[config.mk]
export PLATFORM = sky130hd
export DESIGN_NAME = ps2_rx
export DESIGN_NICKNAME = d
export VERILOG_FILES = /design/src/rtl/ps2_rx.sv
export SDC_FILE = /design/constraint.sdc
export NUM_CORES = 1
export LEC_CHECK = 0
export BUFFER_PORTS_ARGS = -buffer_cell sky130_fd_sc_hd__buf_2
export CORE_MARGIN = 5
export CORE_UTILIZATION = 58
export CTS_BUF_LIST = sky130_fd_sc_hd__clkbuf_8
export CTS_CLUSTER_DIAMETER = 150
export DETAILED_ROUTE_END_ITERATION = 8
export HOLD_SLACK_MARGIN = 0.05
export PLACE_DENSITY = 0.75
export SETUP_SLACK_MARGIN = 0.5
export SLEW_MARGIN = 40
export SYNTH_ARGS = -nofsm -noshare
export SYNTH_HDL_FRONTEND = slang
export SYNTH_SLANG_ARGS = --single-unit
[constraint.sdc]
create_clock -name clk -period 5.7 [get_ports clk]
set_input_delay 1.71 -clock clk [delete_from_list [all_inputs] [get_ports clk]]
set_output_delay 1.71 -clock clk [all_outputs]
set_load 0.05 [all_outputs]
[src/rtl/ps2_rx.sv]
// PS/2 device-to-host receiver: synchronizes the line, decodes 11-bit frames and queues bytes for reads.
// Optional PS2_RX_ERR_EN keeps bad frames with an error tag and reports FIFO overflow on the next pop.
module ps2_rx #(
    parameter int FIFO_DEPTH_LOG2 = 4,
    parameter int TIMEOUT_CYCLES  = 50000,
    parameter int SYNC_STAGES     = 2
) (
    input  logic        clk,
    input  logic        rst,
    input  logic        ps2_clk,
    input  logic        ps2_data,
    input  logic        ren,
    output logic [15:0] data_out,
    output logic        pending
);

    localparam int DEPTH = 1 << FIFO_DEPTH_LOG2;
    localparam int TW    = $clog2(TIMEOUT_CYCLES + 1);
    localparam logic [FIFO_DEPTH_LOG2:0] DEPTH_C = (FIFO_DEPTH_LOG2 + 1)'(DEPTH);
    localparam logic [TW-1:0] TMO_LAST = TW'(TIMEOUT_CYCLES - 1);

    typedef enum logic [1:0] {
        IDLE   = 2'd0,
        DATA   = 2'd1,
        PARITY = 2'd2,
        STOP   = 2'd3
    } state_t;

    // Synchronizers reset to 1 so an idle line never looks like a falling edge.
    logic [SYNC_STAGES-1:0] clk_sync;
    logic [SYNC_STAGES-1:0] data_sync;
    logic                   clk_prev;
    logic                   fall;
    logic                   bit_in;

    always_ff @(posedge clk or posedge rst) begin
        if (rst) begin
            clk_sync  <= '1;
            data_sync <= '1;
            clk_prev  <= 1'b1;
        end else begin
            clk_sync  <= {clk_sync[SYNC_STAGES-2:0], ps2_clk};
            data_sync <= {data_sync[SYNC_STAGES-2:0], ps2_data};
            clk_prev  <= clk_sync[SYNC_STAGES-1];
        end
    end

    assign fall   = clk_prev & ~clk_sync[SYNC_STAGES-1];
    assign bit_in = data_sync[SYNC_STAGES-1];

    state_t        state, state_n;
    logic [7:0]    shift, shift_n;
    logic [2:0]    bitcnt, bitcnt_n;
    logic          par_ok, par_ok_n;
    logic [TW-1:0] tmo, tmo_n;
    logic          push;
    logic          push_err;

    always_ff @(posedge clk or posedge rst) begin
        if (rst) begin
            state  <= IDLE;
            shift  <= '0;
            bitcnt <= '0;
            par_ok <= 1'b0;
            tmo    <= '0;
        end else begin
            state  <= state_n;
            shift  <= shift_n;
            bitcnt <= bitcnt_n;
            par_ok <= par_ok_n;
            tmo    <= tmo_n;
        end
    end

    always_comb begin
        state_n  = state;
        shift_n  = shift;
        bitcnt_n = bitcnt;
        par_ok_n = par_ok;
        tmo_n    = '0;
        push     = 1'b0;
        push_err = 1'b0;
        case (state)
            IDLE: begin
                if (fall && !bit_in) begin
                    state_n  = DATA;
                    bitcnt_n = '0;
                end
            end
            DATA: begin
                if (fall) begin
                    shift_n  = {bit_in, shift[7:1]};
                    bitcnt_n = bitcnt + 3'd1;
                    if (bitcnt == 3'd7) state_n = PARITY;
                end
            end
            PARITY: begin
                if (fall) begin
                    par_ok_n = ^{shift, bit_in};
                    state_n  = STOP;
                end
            end
            STOP: begin
                if (fall) begin
                    push_err = ~(bit_in & par_ok);
`ifdef PS2_RX_ERR_EN
                    push     = 1'b1;
`else
                    push     = ~push_err;
`endif
                    state_n  = IDLE;
                end
            end
            default: state_n = IDLE;
        endcase
        // Mid-frame watchdog: a stalled device must not wedge the decoder.
        if (state != IDLE && !fall) begin
            if (tmo == TMO_LAST) state_n = IDLE;
            else tmo_n = tmo + TW'(1);
        end
    end

    // FIFO. A push into a full FIFO is accepted only when a pop frees a slot that same cycle.
    logic [FIFO_DEPTH_LOG2-1:0] wr_ptr, rd_ptr;
    logic [FIFO_DEPTH_LOG2:0]   count, count_n;
    logic                       full, empty, pop, wr;
    logic [1:0]                 head_flags;
    logic [7:0]                 head_byte;

    assign full  = (count == DEPTH_C);
    assign empty = (count == '0);
    assign pop   = ren & ~empty;
    assign wr    = push & (~full | pop);

    always_comb begin
        count_n = count;
        if (wr && !pop)      count_n = count + 1'b1;
        else if (pop && !wr) count_n = count - 1'b1;
    end

`ifdef PS2_RX_ERR_EN
    logic [8:0] mem [DEPTH];
    logic       ovf;

    always_ff @(posedge clk) begin
        if (wr) mem[wr_ptr] <= {push_err, shift};
    end

    always_ff @(posedge clk or posedge rst) begin
        if (rst)                   ovf <= 1'b0;
        else if (pop)              ovf <= 1'b0;
        else if (push && full)     ovf <= 1'b1;
    end

    assign head_flags = {mem[rd_ptr][8], ovf};
    assign head_byte  = mem[rd_ptr][7:0];
`else
    logic [7:0] mem [DEPTH];

    always_ff @(posedge clk) begin
        if (wr) mem[wr_ptr] <= shift;
    end

    assign head_flags = 2'b00;
    assign head_byte  = mem[rd_ptr];
`endif

    always_ff @(posedge clk or posedge rst) begin
        if (rst) begin
            wr_ptr   <= '0;
            rd_ptr   <= '0;
            count    <= '0;
            data_out <= '0;
            pending  <= 1'b0;
        end else begin
            if (wr)  wr_ptr <= wr_ptr + 1'b1;
            if (pop) rd_ptr <= rd_ptr + 1'b1;
            count   <= count_n;
            pending <= (count_n != '0);
            if (ren) begin
                if (pop) data_out <= {1'b1, head_flags, 5'b0, head_byte};
                else     data_out <= 16'h0000;
            end
        end
    end

endmodule

==> implementation parameters, run 1 <==
Parameter                              Value

Place
  Detailed placer's ending HPWL    9520 um
  Placed Area    7940 um^2
  Number of input and output port buffers inserted    14
  Cell count after placement    625
  RePlAce Congestion    0.849

CTS
  CTS tree    yes
  Insertion delay to the later sink of the worst-skew pair    0.46 ns
  Total clock buffers created by CTS    17
  Count of hold-fix buffers inserted at cts    0
  Post-CTS Setup Repair Bufs    0
  Clock root buffer master    sky130_fd_sc_hd__clkbuf_8
  Number of sinks handled by clock tree synthesis    186
  CTS max path bufs    2
  Number of gates resized after CTS    0
  Clock slew seen by the registers of the worst setup and hold paths    0.09 ns
  CTS H-Tree Depth    4

STA
  Tcrit/Tclk final    55.9%
  Min cycle time layout    3.19 ns
  Maximum clock frequency    314 MHz
  RSZ-0062 raised after global routing    no
  Fin. Hold Viols    0
  Setup clock skew after layout    0.0121 ns
  Max-slew violation count    0
  Max transition margin    45.4%
  Sum Neg Setup Slack    0 ns
  # setup viols final    0
  Final Hold Slack    0.359 ns
  Tightest Pin Transition    0.816 ns

Global routing
  Initial antenna violation count    0
  Gr busiest metal    met2
  Met2 track utilization from global routing    29.0%
  Vias in the first global route    4056
  Sum of overflow across all layers after global routing    0
  Pin count of the biggest net entering global routing    46
  GRT met1 Usage    28.9%
  Met3 usage    5.50%
  First-pass GRT wire length    23100 um
  All-layer global routing usage    19.5%

Power
  Portion of total power attributed to combinational logic    24.0%
  Clock power share    26.0%
  Worst IR drop on VDD    167 uV
  PwrDens    446 nW/um^2
  Leakage power of the design    0.00301 uW
  Fraction of power spent switching nets    30.5%
  Flop pwr share    50.0%
  Net switching power    1140 uW
  Internal power    2600 uW

Cells and area
  Final cell area excluding filler cells    8400 um^2
  Number of antenna cells inserted    0
  Sequential cell area    5300 um^2
  Final Net Count    483
  Core occupancy in the finished layout    63.9%
  Number of fillers in the final layout    886
  Count of non-filler cells in the finished layout    657
  Area of combinational cells with multiple inputs    2270 um^2
  Share of final-layout standard cells stronger than drive strength 1    25.2%
  Area Growth Syn to Fin    8.79%

Route
  Count of unresolved DRC violations after routing    0
  Remaining antenna violation count    0
  Routed length per placed instance    21.6 um
  Total vias in the final route    3918
  Aggregate routed wire length    14200 um
  Per-cell via count in the routed design    5.96
  First-iteration detailed-routing DRC count    411
  Number of iterations in the first detailed-routing pass    4

Synth
  Number of distinct library cells after synthesis    51
  Number of cells produced by synthesis    451
  Synth Area in Adders    1.75%
  Count of flip-flops with a built-in enable after synthesis    128
  Cell type with the highest aggregate area in the netlist    sky130_fd_sc_hd__edfxtp_1
  Proportion of synthesized flip-flops having asynchronous set or reset    31.2%
  Synth Area in Simple Gates    6.89%
  Post-Synth XOR/XNOR Area    3.29%
  Netlist area before placement    7720 um^2
  Warnings from Yosys    0
  Multiplexer share of the synthesized area    13.3%
  Area contributors post-synth    sky130_fd_sc_hd__edfxtp_1 (50%), sky130_fd_sc_hd__dfrtp_1 (17%), sky130_fd_sc_hd__mux4_2 (12%), sky130_fd_sc_hd__xnor2_1 (2.4%), sky130_fd_sc_hd__dfstp_2 (1.7%)
  Flip-flop cell with the highest count after synthesis    sky130_fd_sc_hd__edfxtp_1
  Most frequent cells after synthesis    sky130_fd_sc_hd__edfxtp_1 (128), sky130_fd_sc_hd__dfrtp_1 (53), sky130_fd_sc_hd__mux4_2 (40)
  Combinational family with the most area after synthesis    multiplexers
  Synth top area share    49.8%
  Cell with the most instances after synthesis    sky130_fd_sc_hd__edfxtp_1
  Flip-flop and latch count after synthesis    186
  Area fraction in compound gates after synthesis    3.57%
  Average cell area after synthesis    17.1 um^2
  Sequential cell area fraction in the yosys report    68.7%

Setup path
  Critical path launch point    ren
  Kind of end point of the critical path    flop
  Kind of critical path    in -> reg
  Worst stage delay on the critical path    0.48 ns
  Critical Path Source Type    input pin
  Cell chain of the critical path    buf_2 > nor2b_1 > nand2_1 > and2_1 > nor3b_1 > and2_1
  Worst flop-to-flop path startpoint    clk_prev$_DFF_PP1_
  Required arrival time at the worst endpoint    5.82 ns
  Worst path most repeated cell    sky130_fd_sc_hd__and2_1
  Arrival time of data at the critical path endpoint    3.30 ns
  Highest-delay cell along the critical path    sky130_fd_sc_hd__nor3b_1
  Largest fanout of any net on the critical path    9

Floorplanning
  Num rows    42
  I/O Pins    22
  Core area    13100 um^2
  Die Height    125 um
  Initial standard-cell utilization of the core    58.7%
  Floorplan die area    15700 um^2
  Die X-Extent    125 um

Status
  Run status    complete, no violations

Worst hold path
  Hold path startpoint    clk_sync[0]$_DFF_PP1_
  Type of the tightest min-delay check    reg -> reg

Flow run
  Max-capacitance violation count    0
cell usage in the layout (no fill, tap or decap), types with 4 or more instances in the layout:
cell type	count
sky130_fd_sc_hd__o21ai_0	6
sky130_fd_sc_hd__bufinv_16	5
sky130_fd_sc_hd__nor3_2	4
sky130_fd_sc_hd__xnor2_1	21
sky130_fd_sc_hd__nor3_1	4
sky130_fd_sc_hd__inv_1	14
sky130_fd_sc_hd__clkbuf_8	17
sky130_fd_sc_hd__edfxtp_1	128
sky130_fd_sc_hd__dfrtp_1	52
sky130_fd_sc_hd__and2_1	11
sky130_fd_sc_hd__dfstp_2	5
sky130_fd_sc_hd__nand4_1	6
sky130_fd_sc_hd__xor2_1	8
sky130_fd_sc_hd__buf_2	14
sky130_fd_sc_hd__nand2_1	17
sky130_fd_sc_hd__conb_1	7
sky130_fd_sc_hd__ha_1	10
sky130_fd_sc_hd__nand3_1	8
sky130_fd_sc_hd__mux4_2	40
sky130_fd_sc_hd__a21oi_1	4
sky130_fd_sc_hd__mux2_2	10
sky130_fd_sc_hd__nor2_1	27
sky130_fd_sc_hd__a22o_1	10
cells by family after synthesis:
group / after synthesis
flops: 186
simple gates: 99
mux: 51
buf+inv: 40
compound gates: 34
xor+xnor: 29
fa+ha+maj: 11
other cells: 1
flip-flops by register name (all words and copies together), names as in the netlist:
| signal | cells |
|---|---|
| bitcnt | 3 |
| clk_prev | 1 |
| clk_sync | 2 |
| count | 5 |
| data_out | 9 |
| data_sync | 2 |
| mem | 128 |
| par_ok | 1 |
| pending | 1 |
| rd_ptr | 4 |
| shift | 8 |
| state | 2 |
| tmo | 16 |
| wr_ptr | 4 |
final cells by class:
cell class	instances	area share, %
Tap cell	176	2.62
Inverter	15	0.671
Clock inverter	15	2.62
Multi-Input combinational cell	231	27.0
Clock buffer	17	2.79
Sequential cell	186	63.2
Timing Repair Buffer	17	1.10
worst max-delay path: cells and delay by family:
family,cells,cell delay [ns]
buffers and inverters,1,0.17
AND/OR/NAND/NOR,5,1.42
stage by stage:
step	worst slack [ns]	total power (uW)
after floorplan	2.53	2550
after CTS	2.56	3770
after global routing	2.44	3930
after global placement	1.94	2770
after detailed placement	2.04	2810
final	2.51	3740
metal layers:
metal	part of all wire (%)	vias to the layer above
li1	-	1748
met1	46	2007
met2	46	141
met3	6.4	22
met4	1.6	0
met5	0	-
final timing paths:
path                            cells after the start  slack (ns)                 endpoint
worst max-delay path                                6        2.51      mem[3][4]$_DFFE_PP_
worst min-delay path                                0        0.36    clk_sync[1]$_DFF_PP1_
worst max register to register                      5        2.92      mem[3][4]$_DFFE_PP_
worst min register to register                      0        0.36    clk_sync[1]$_DFF_PP1_
max in group asynchronous                           3        3.63    rd_ptr[0]$_DFFE_PP0N_
min in group asynchronous                           2        1.18  data_out[6]$_DFFE_PP0P_
power by group through the flow:
stage,clock network [uW],registers (uW),logic (uW)
after floorplan,0,1880,674
after global placement,0,1890,885
after detailed placement,0,1910,906
after CTS,992,1870,908
after global routing,1060,1900,963
final,973,1870,897
Note: power is estimated with default switching activity, not from simulation.
==> run 2, diff against run 1 <==
--- a/config.mk
+++ b/config.mk
@@ -12,7 +12,7 @@
 export CTS_CLUSTER_DIAMETER = 150
 export DETAILED_ROUTE_END_ITERATION = 8
 export HOLD_SLACK_MARGIN = 0.05
-export PLACE_DENSITY = 0.75
+export PLACE_DENSITY = 0.78
 export SETUP_SLACK_MARGIN = 0.5
 export SLEW_MARGIN = 40
 export SYNTH_ARGS = -nofsm -noshare
==> constraint.sdc (replaced) <==
create_clock -name clk -period 2.7 [get_ports clk]
set_input_delay 0.81 -clock clk [delete_from_list [all_inputs] [get_ports clk]]
set_output_delay 0.81 -clock clk [all_outputs]
set_load 0.05 [all_outputs]
==> run 2 against run 1 <==
Against the previous run:
- sequential power rose by 110%
- clock-buffer cell count rose by 2
- final cell count rose by 3.7%
- sequential share of layout area fell by 1.5 points
- critical path type is now reg -> reg
- largest cell class unchanged
- largest power group unchanged
==> implementation parameters, run 2 (same netlist as run 1, synthesis figures left out) <==
Parameter                              Value

Setup path
  Cell chain of the critical path    inv_2 > ha_4 > or3b_4 > a2111oi_4 > o21ai_2 > a21oi_2 > or4b_4
  Arrival time of data at the critical path endpoint    2.63 ns
  Required arrival time at the worst endpoint    3.02 ns
  Cells on worst reg2reg path    7
  Worst flop-to-flop path startpoint    count[0]$_DFF_PP0_
  End of the worst register-to-register path    pending$_DFF_PP0_
  Kind of critical path    reg -> reg
  Worst stage delay on the critical path    0.47 ns
  Critical Path Source Type    flop
  Worst setup slack for register-to-register paths    0.39 ns
  Kind of end point of the critical path    flop
  Highest-delay cell along the critical path    sky130_fd_sc_hd__or4b_4
  Largest fanout of any net on the critical path    5

Cells and area
  Number of antenna cells inserted    0
  Share of final-layout standard cells stronger than drive strength 1    30.5%
  Number of flip-flops under the largest register name    128
  Most flop-heavy register    mem
  Area Growth Syn to Fin    11.5%
  Largest registers ranked by flip-flop count    mem x128, tmo x16, data_out x9
  Core occupancy in the finished layout    65.5%
  Most frequent cells in the layout    sky130_fd_sc_hd__edfxtp_1 (128), sky130_fd_sc_hd__dfrtp_1 (51), sky130_fd_sc_hd__mux4_2 (40), sky130_fd_sc_hd__nor2_1 (26), sky130_fd_sc_hd__buf_4 (25)
  Commonest non-fill, non-tap cell in the layout    sky130_fd_sc_hd__edfxtp_1
  Final Net Count    507

Floorplanning
  Core area    13100 um^2
  Die X-Extent    125 um
  Num rows    42
  I/O Pins    22
  Die Height    125 um
  Initial standard-cell utilization of the core    58.7%
  Floorplan die area    15700 um^2

Place
  RePlAce Congestion    0.842
  Number of input and output port buffers inserted    14
  Detailed placer's ending HPWL    9590 um
  Setup slack at placement    0.190 ns

Route
  Number of iterations in the first detailed-routing pass    8
  Total vias in the final route    4026
  Routed length per placed instance    21.7 um
  Per-cell via count in the routed design    5.91
  Count of unresolved DRC violations after routing    0
  Remaining antenna violation count    0
  First-iteration detailed-routing DRC count    326
  Aggregate routed wire length    14800 um

STA
  Final Hold Slack    0.358 ns
  RSZ-0062 raised after global routing    yes
  Max transition margin    50.9%
  Sum Neg Setup Slack    0 ns
  # setup viols final    0
  Fin. Hold Viols    0
  Max-slew violation count    0
  Setup slack after layout    0.393 ns
  Tcrit/Tclk final    85.5%
  Maximum clock frequency    433 MHz
  Tightest Pin Transition    0.737 ns
  Min cycle time layout    2.31 ns
  Setup clock skew after layout    0.0122 ns

CTS
  CTS H-Tree Depth    4
  Number of sinks handled by clock tree synthesis    186
  Total clock buffers created by CTS    17
  CTS tree    yes
  Clock slew seen by the registers of the worst setup and hold paths    0.09 ns
  CTS max path bufs    2
  Clock root buffer master    sky130_fd_sc_hd__clkbuf_8
  Insertion delay to the later sink of the worst-skew pair    0.45 ns

Global routing
  Vias in the first global route    4195
  Sum of overflow across all layers after global routing    0
  First-pass GRT wire length    23900 um
  Initial antenna violation count    0
  Pin count of the biggest net entering global routing    35
  All-layer global routing usage    20.2%

Power
  Leakage power of the design    0.00315 uW
  Worst IR drop on VDD    380 uV
  PwrDens    921 nW/um^2

Flow run
  Max-capacitance violation count    0

Status
  Run status    complete, no violations

Worst hold path
  Type of the tightest min-delay check    in -> async
==> run 2: changes by cell type in the layout (fill, tap and decap cells not counted), sizes merged <==
| cell | previous run | this run |
|---|---|---|
| clkinv | 6 | 1 |
| buf | 17 | 41 |
| inv | 18 | 23 |
| bufinv | 5 | 3 |
| clkbuf | 17 | 19 |
==> run 2: critical path, delay by kind of cell, from the launching register on <==
kind / cells / cell delay [ns]
buffers and inverters: 1 / 0.09
AO/OA/AOI/OAI: 3 / 0.64
AND/OR/NAND/NOR: 2 / 0.89
flip-flops: 1 / 0.42
adder cells (fa/ha/maj): 1 / 0.14
==> run 2: through the flow <==
| step | cell area [um^2] | instances | total power (uW) |
|---|---|---|---|
| 5_1_grt | 8610 | 681 | 8320 |
| 3_5_place_dp | 8070 | 641 | 6010 |
| 2_1_floorplan | 7750 | 457 | 5390 |
| 3_3_place_gp | 8070 | 641 | 5920 |
| 6_report | 8610 | 681 | 7930 |
| 4_1_cts | 8570 | 679 | 7930 |
==> run 2: worst max path at each step <==
stage | startpoint | to | slack (ns) | depth (start not counted)
after detailed placement | ren | mem[14][5]$_DFFE_PP_ | 0.19 | 7
after global routing | count[0]$_DFF_PP0_ | pending$_DFF_PP0_ | 0.33 | 7
after CTS | count[1]$_DFF_PP0_ | pending$_DFF_PP0_ | 0.38 | 7
after global placement | ren | mem[1][2]$_DFFE_PP_ | 0.26 | 6
after floorplan | clk_prev$_DFF_PP1_ | mem[10][0]$_DFFE_PP_ | 0.37 | 7
final | count[0]$_DFF_PP0_ | pending$_DFF_PP0_ | 0.39 | 7
==> run 2: area by class of cell <==
class                           instances  area, um^2
Inverter                               15        60.1
Timing Repair Buffer                   41         298
Fill cell                             860        4530
Multi-Input combinational cell        231        2330
Tap cell                              176         220
Clock buffer                           19         262
Clock inverter                         13         138
Sequential cell                       186        5300
==> run 2: repair_timing <==
item / CTS / global route
pin swaps: 4 / 4
setup buffers: 6 / 2
resized for setup: 19 / 7
hold buffers: 0 / 0
endpoints found under the setup margin: 130 / 129
==> run 2: layer usage <==
| metal | share of wire [%] | vias to the layer above | global-route usage (%) |
|---|---|---|---|
| li1 | - | 1796 | - |
| met1 | 42 | 2092 | 27.6 |
| met2 | 51 | 128 | 32.7 |
| met3 | 5.2 | 10 | 4.78 |
| met4 | 1.6 | 0 | 6.70 |
| met5 | 0 | - | 0 |
==> run 2: report_power, final <==
part           leakage (uW)  switching [uW]  internal, uW  total [uW]
Combinational       0.00100            1050          1080        2130
Sequential          0.00192             499          3460        3960
Clock              0.000229             897           945        1840
==> run 3, diff against run 2 <==
--- a/config.mk
+++ b/config.mk
@@ -6,10 +6,12 @@
 export NUM_CORES = 1
 export LEC_CHECK = 0
 export BUFFER_PORTS_ARGS = -buffer_cell sky130_fd_sc_hd__buf_2
+export CORE_ASPECT_RATIO = 1.25
 export CORE_MARGIN = 5
 export CORE_UTILIZATION = 58
 export CTS_BUF_LIST = sky130_fd_sc_hd__clkbuf_8
 export CTS_CLUSTER_DIAMETER = 150
+export CTS_CLUSTER_SIZE = 14
 export DETAILED_ROUTE_END_ITERATION = 8
 export HOLD_SLACK_MARGIN = 0.05
 export PLACE_DENSITY = 0.78
==> run 3 against run 2 <==
Against the previous run:
- fmax grew 3.6%
- largest cell class unchanged
- critical path type unchanged
- sequential share of layout area down 0.20 points
- final cell count shrank 0.73%
- register-to-register slack better by 0.08 ns
- final area increased by 0.32%
- worst setup slack better by 0.079 ns
- largest power group unchanged
- highest routed layer unchanged
- critical path depth is the same
- sequential power down 2%
- flip-flop and latch count is the same
==> implementation parameters, run 3 (same netlist as run 1, synthesis figures left out) <==
Parameter                              Value

Floorplanning
  Die Height    139 um
  I/O Pins    22
  Core area    13200 um^2
  Num rows    47
  Die X-Extent    113 um
  Initial standard-cell utilization of the core    58.6%
  Floorplan die area    15700 um^2

Place
  Setup slack at placement    0.206 ns
  Cell count after placement    637
  Detailed placer's ending HPWL    9750 um
  RePlAce Congestion    0.871
  Number of input and output port buffers inserted    14

CTS
  CTS tree    yes
  CTS max path bufs    2
  Total clock buffers created by CTS    17
  Count of hold-fix buffers inserted at cts    0
  Clock slew seen by the registers of the worst setup and hold paths    0.10 ns
  Insertion delay to the later sink of the worst-skew pair    0.45 ns
  CTS H-Tree Depth    4
  Number of sinks handled by clock tree synthesis    186
  Clock root buffer master    sky130_fd_sc_hd__clkbuf_8

Cells and area
  Number of flip-flops under the largest register name    128
  Final Net Count    507
  Area of combinational cells with multiple inputs    2370 um^2
  Share of final-layout standard cells stronger than drive strength 1    32.5%
  Sequential cell area    5300 um^2
  Count of non-filler cells in the finished layout    676
  Largest registers ranked by flip-flop count    mem x128, tmo x16, data_out x9
  Most frequent cells in the layout    sky130_fd_sc_hd__edfxtp_1 (128), sky130_fd_sc_hd__dfrtp_1 (51), sky130_fd_sc_hd__mux4_2 (40), sky130_fd_sc_hd__nor2_1 (26), sky130_fd_sc_hd__buf_4 (25)
  Number of antenna cells inserted    0
  Area Growth Syn to Fin    11.9%
  Commonest non-fill, non-tap cell in the layout    sky130_fd_sc_hd__edfxtp_1
  Number of fillers in the final layout    849
  Most flop-heavy register    mem

Setup path
  Required arrival time at the worst endpoint    3.03 ns
  Worst flop-to-flop path startpoint    count[0]$_DFF_PP0_
  Cells on worst reg2reg path    7
  Kind of end point of the critical path    flop
  Kind of critical path    reg -> reg
  Crit path capture    pending$_DFF_PP0_
  Arrival time of data at the critical path endpoint    2.56 ns
  Critical Path Source Type    flop
  Critical path launch point    count[0]$_DFF_PP0_
  End of the worst register-to-register path    pending$_DFF_PP0_
  Largest fanout of any net on the critical path    5
  Worst setup slack for register-to-register paths    0.47 ns

Power
  Worst IR drop on VDD    884 uV
  Leakage power of the design    0.00311 uW
  PwrDens    910 nW/um^2

STA
  Final Hold Slack    0.315 ns
  Setup clock skew after layout    0.0153 ns
  Maximum clock frequency    449 MHz
  RSZ-0062 raised after global routing    yes
  Fin. Hold Viols    0
  Sum Neg Setup Slack    0 ns
  # setup viols final    0
  Tightest Pin Transition    0.762 ns
  Max-slew violation count    0
  Max transition margin    49.2%
  Min cycle time layout    2.23 ns
  Setup slack after layout    0.472 ns
  Tcrit/Tclk final    82.5%

Flow run
  Max-capacitance violation count    0

Route
  Aggregate routed wire length    14600 um
  First-iteration detailed-routing DRC count    375
  Routed length per placed instance    21.6 um
  Number of iterations in the first detailed-routing pass    5
  Remaining antenna violation count    0
  Total vias in the final route    4028
  Per-cell via count in the routed design    5.96
  Count of unresolved DRC violations after routing    0

Global routing
  Vias in the first global route    4237
  Pin count of the biggest net entering global routing    36
  All-layer global routing usage    19.8%
  Initial antenna violation count    0
  Sum of overflow across all layers after global routing    0
  First-pass GRT wire length    23300 um

Worst hold path
  Type of the tightest min-delay check    in -> async

Status
  Run status    complete, no violations
## run 3: worst min path at each step
stage,from,endpoint,slack (ns),depth (start not counted)
finish,rst,bitcnt[2]$_DFFE_PP0P_,0.32,2
floorplan,clk_sync[0]$_DFF_PP1_,clk_sync[1]$_DFF_PP1_,0.35,0
global placement,clk_sync[0]$_DFF_PP1_,clk_sync[1]$_DFF_PP1_,0.35,0
global route,rst,bitcnt[2]$_DFFE_PP0P_,0.32,2
CTS,rst,bitcnt[2]$_DFFE_PP0P_,0.30,2
detailed placement,clk_sync[0]$_DFF_PP1_,clk_sync[1]$_DFF_PP1_,0.35,0
## run 3: metrics by stage
step,utilization (%),total power [uW],cell area [um^2]
5_1_grt,65.6,8230,8640
6_report,65.6,7860,8640
4_1_cts,65.1,7880,8570
2_1_floorplan,-,5390,7750
3_3_place_gp,61.2,5920,8060
3_5_place_dp,61.2,5980,8060
## run 3: per-layer routing
| metal | track usage [%] | vias to the layer above | wire [um] | share of wire (%) |
|---|---|---|---|---|
| met2 | 33.5 | 147 | 7880 | 54 |
| li1 | - | 1802 | - | - |
| met5 | 0 | - | 0 | 0 |
| met3 | 4.36 | 29 | 936 | 6.4 |
| met1 | 25.5 | 2050 | 5510 | 38 |
| met4 | 6.20 | 0 | 297 | 2.0 |
## run 3: power by group
group | leakage, uW | switching, uW | internal [uW]
sequential | 0.00192 | 410 | 3460
combinational | 0.000995 | 1120 | 1060
clock | 0.000198 | 966 | 840
## run 3: layout make-up
class	count	area share [%]
clock inverters	15	1.94
well taps	171	2.48
repair buffers	41	3.35
inverters	15	0.695
flip-flops and latches	186	61.4
multi-input cells	231	27.4
clock buffers	17	2.71
## run 3: worst max-delay path: stages, from the launching register on
cell	delay, ns
sky130_fd_sc_hd__dfrtp_1	0.39
sky130_fd_sc_hd__inv_2	0.07
sky130_fd_sc_hd__ha_4	0.17
sky130_fd_sc_hd__or3b_4	0.29
sky130_fd_sc_hd__o21ai_4	0.08
sky130_fd_sc_hd__maj3_2	0.32
sky130_fd_sc_hd__o221a_4	0.27
sky130_fd_sc_hd__or4b_1	0.51
## run 3: timing repair
item	in CTS	in global routing
gates resized for setup	21	16
pin swaps	4	7
buffers inserted	5	2
setup endpoints to repair	136	130
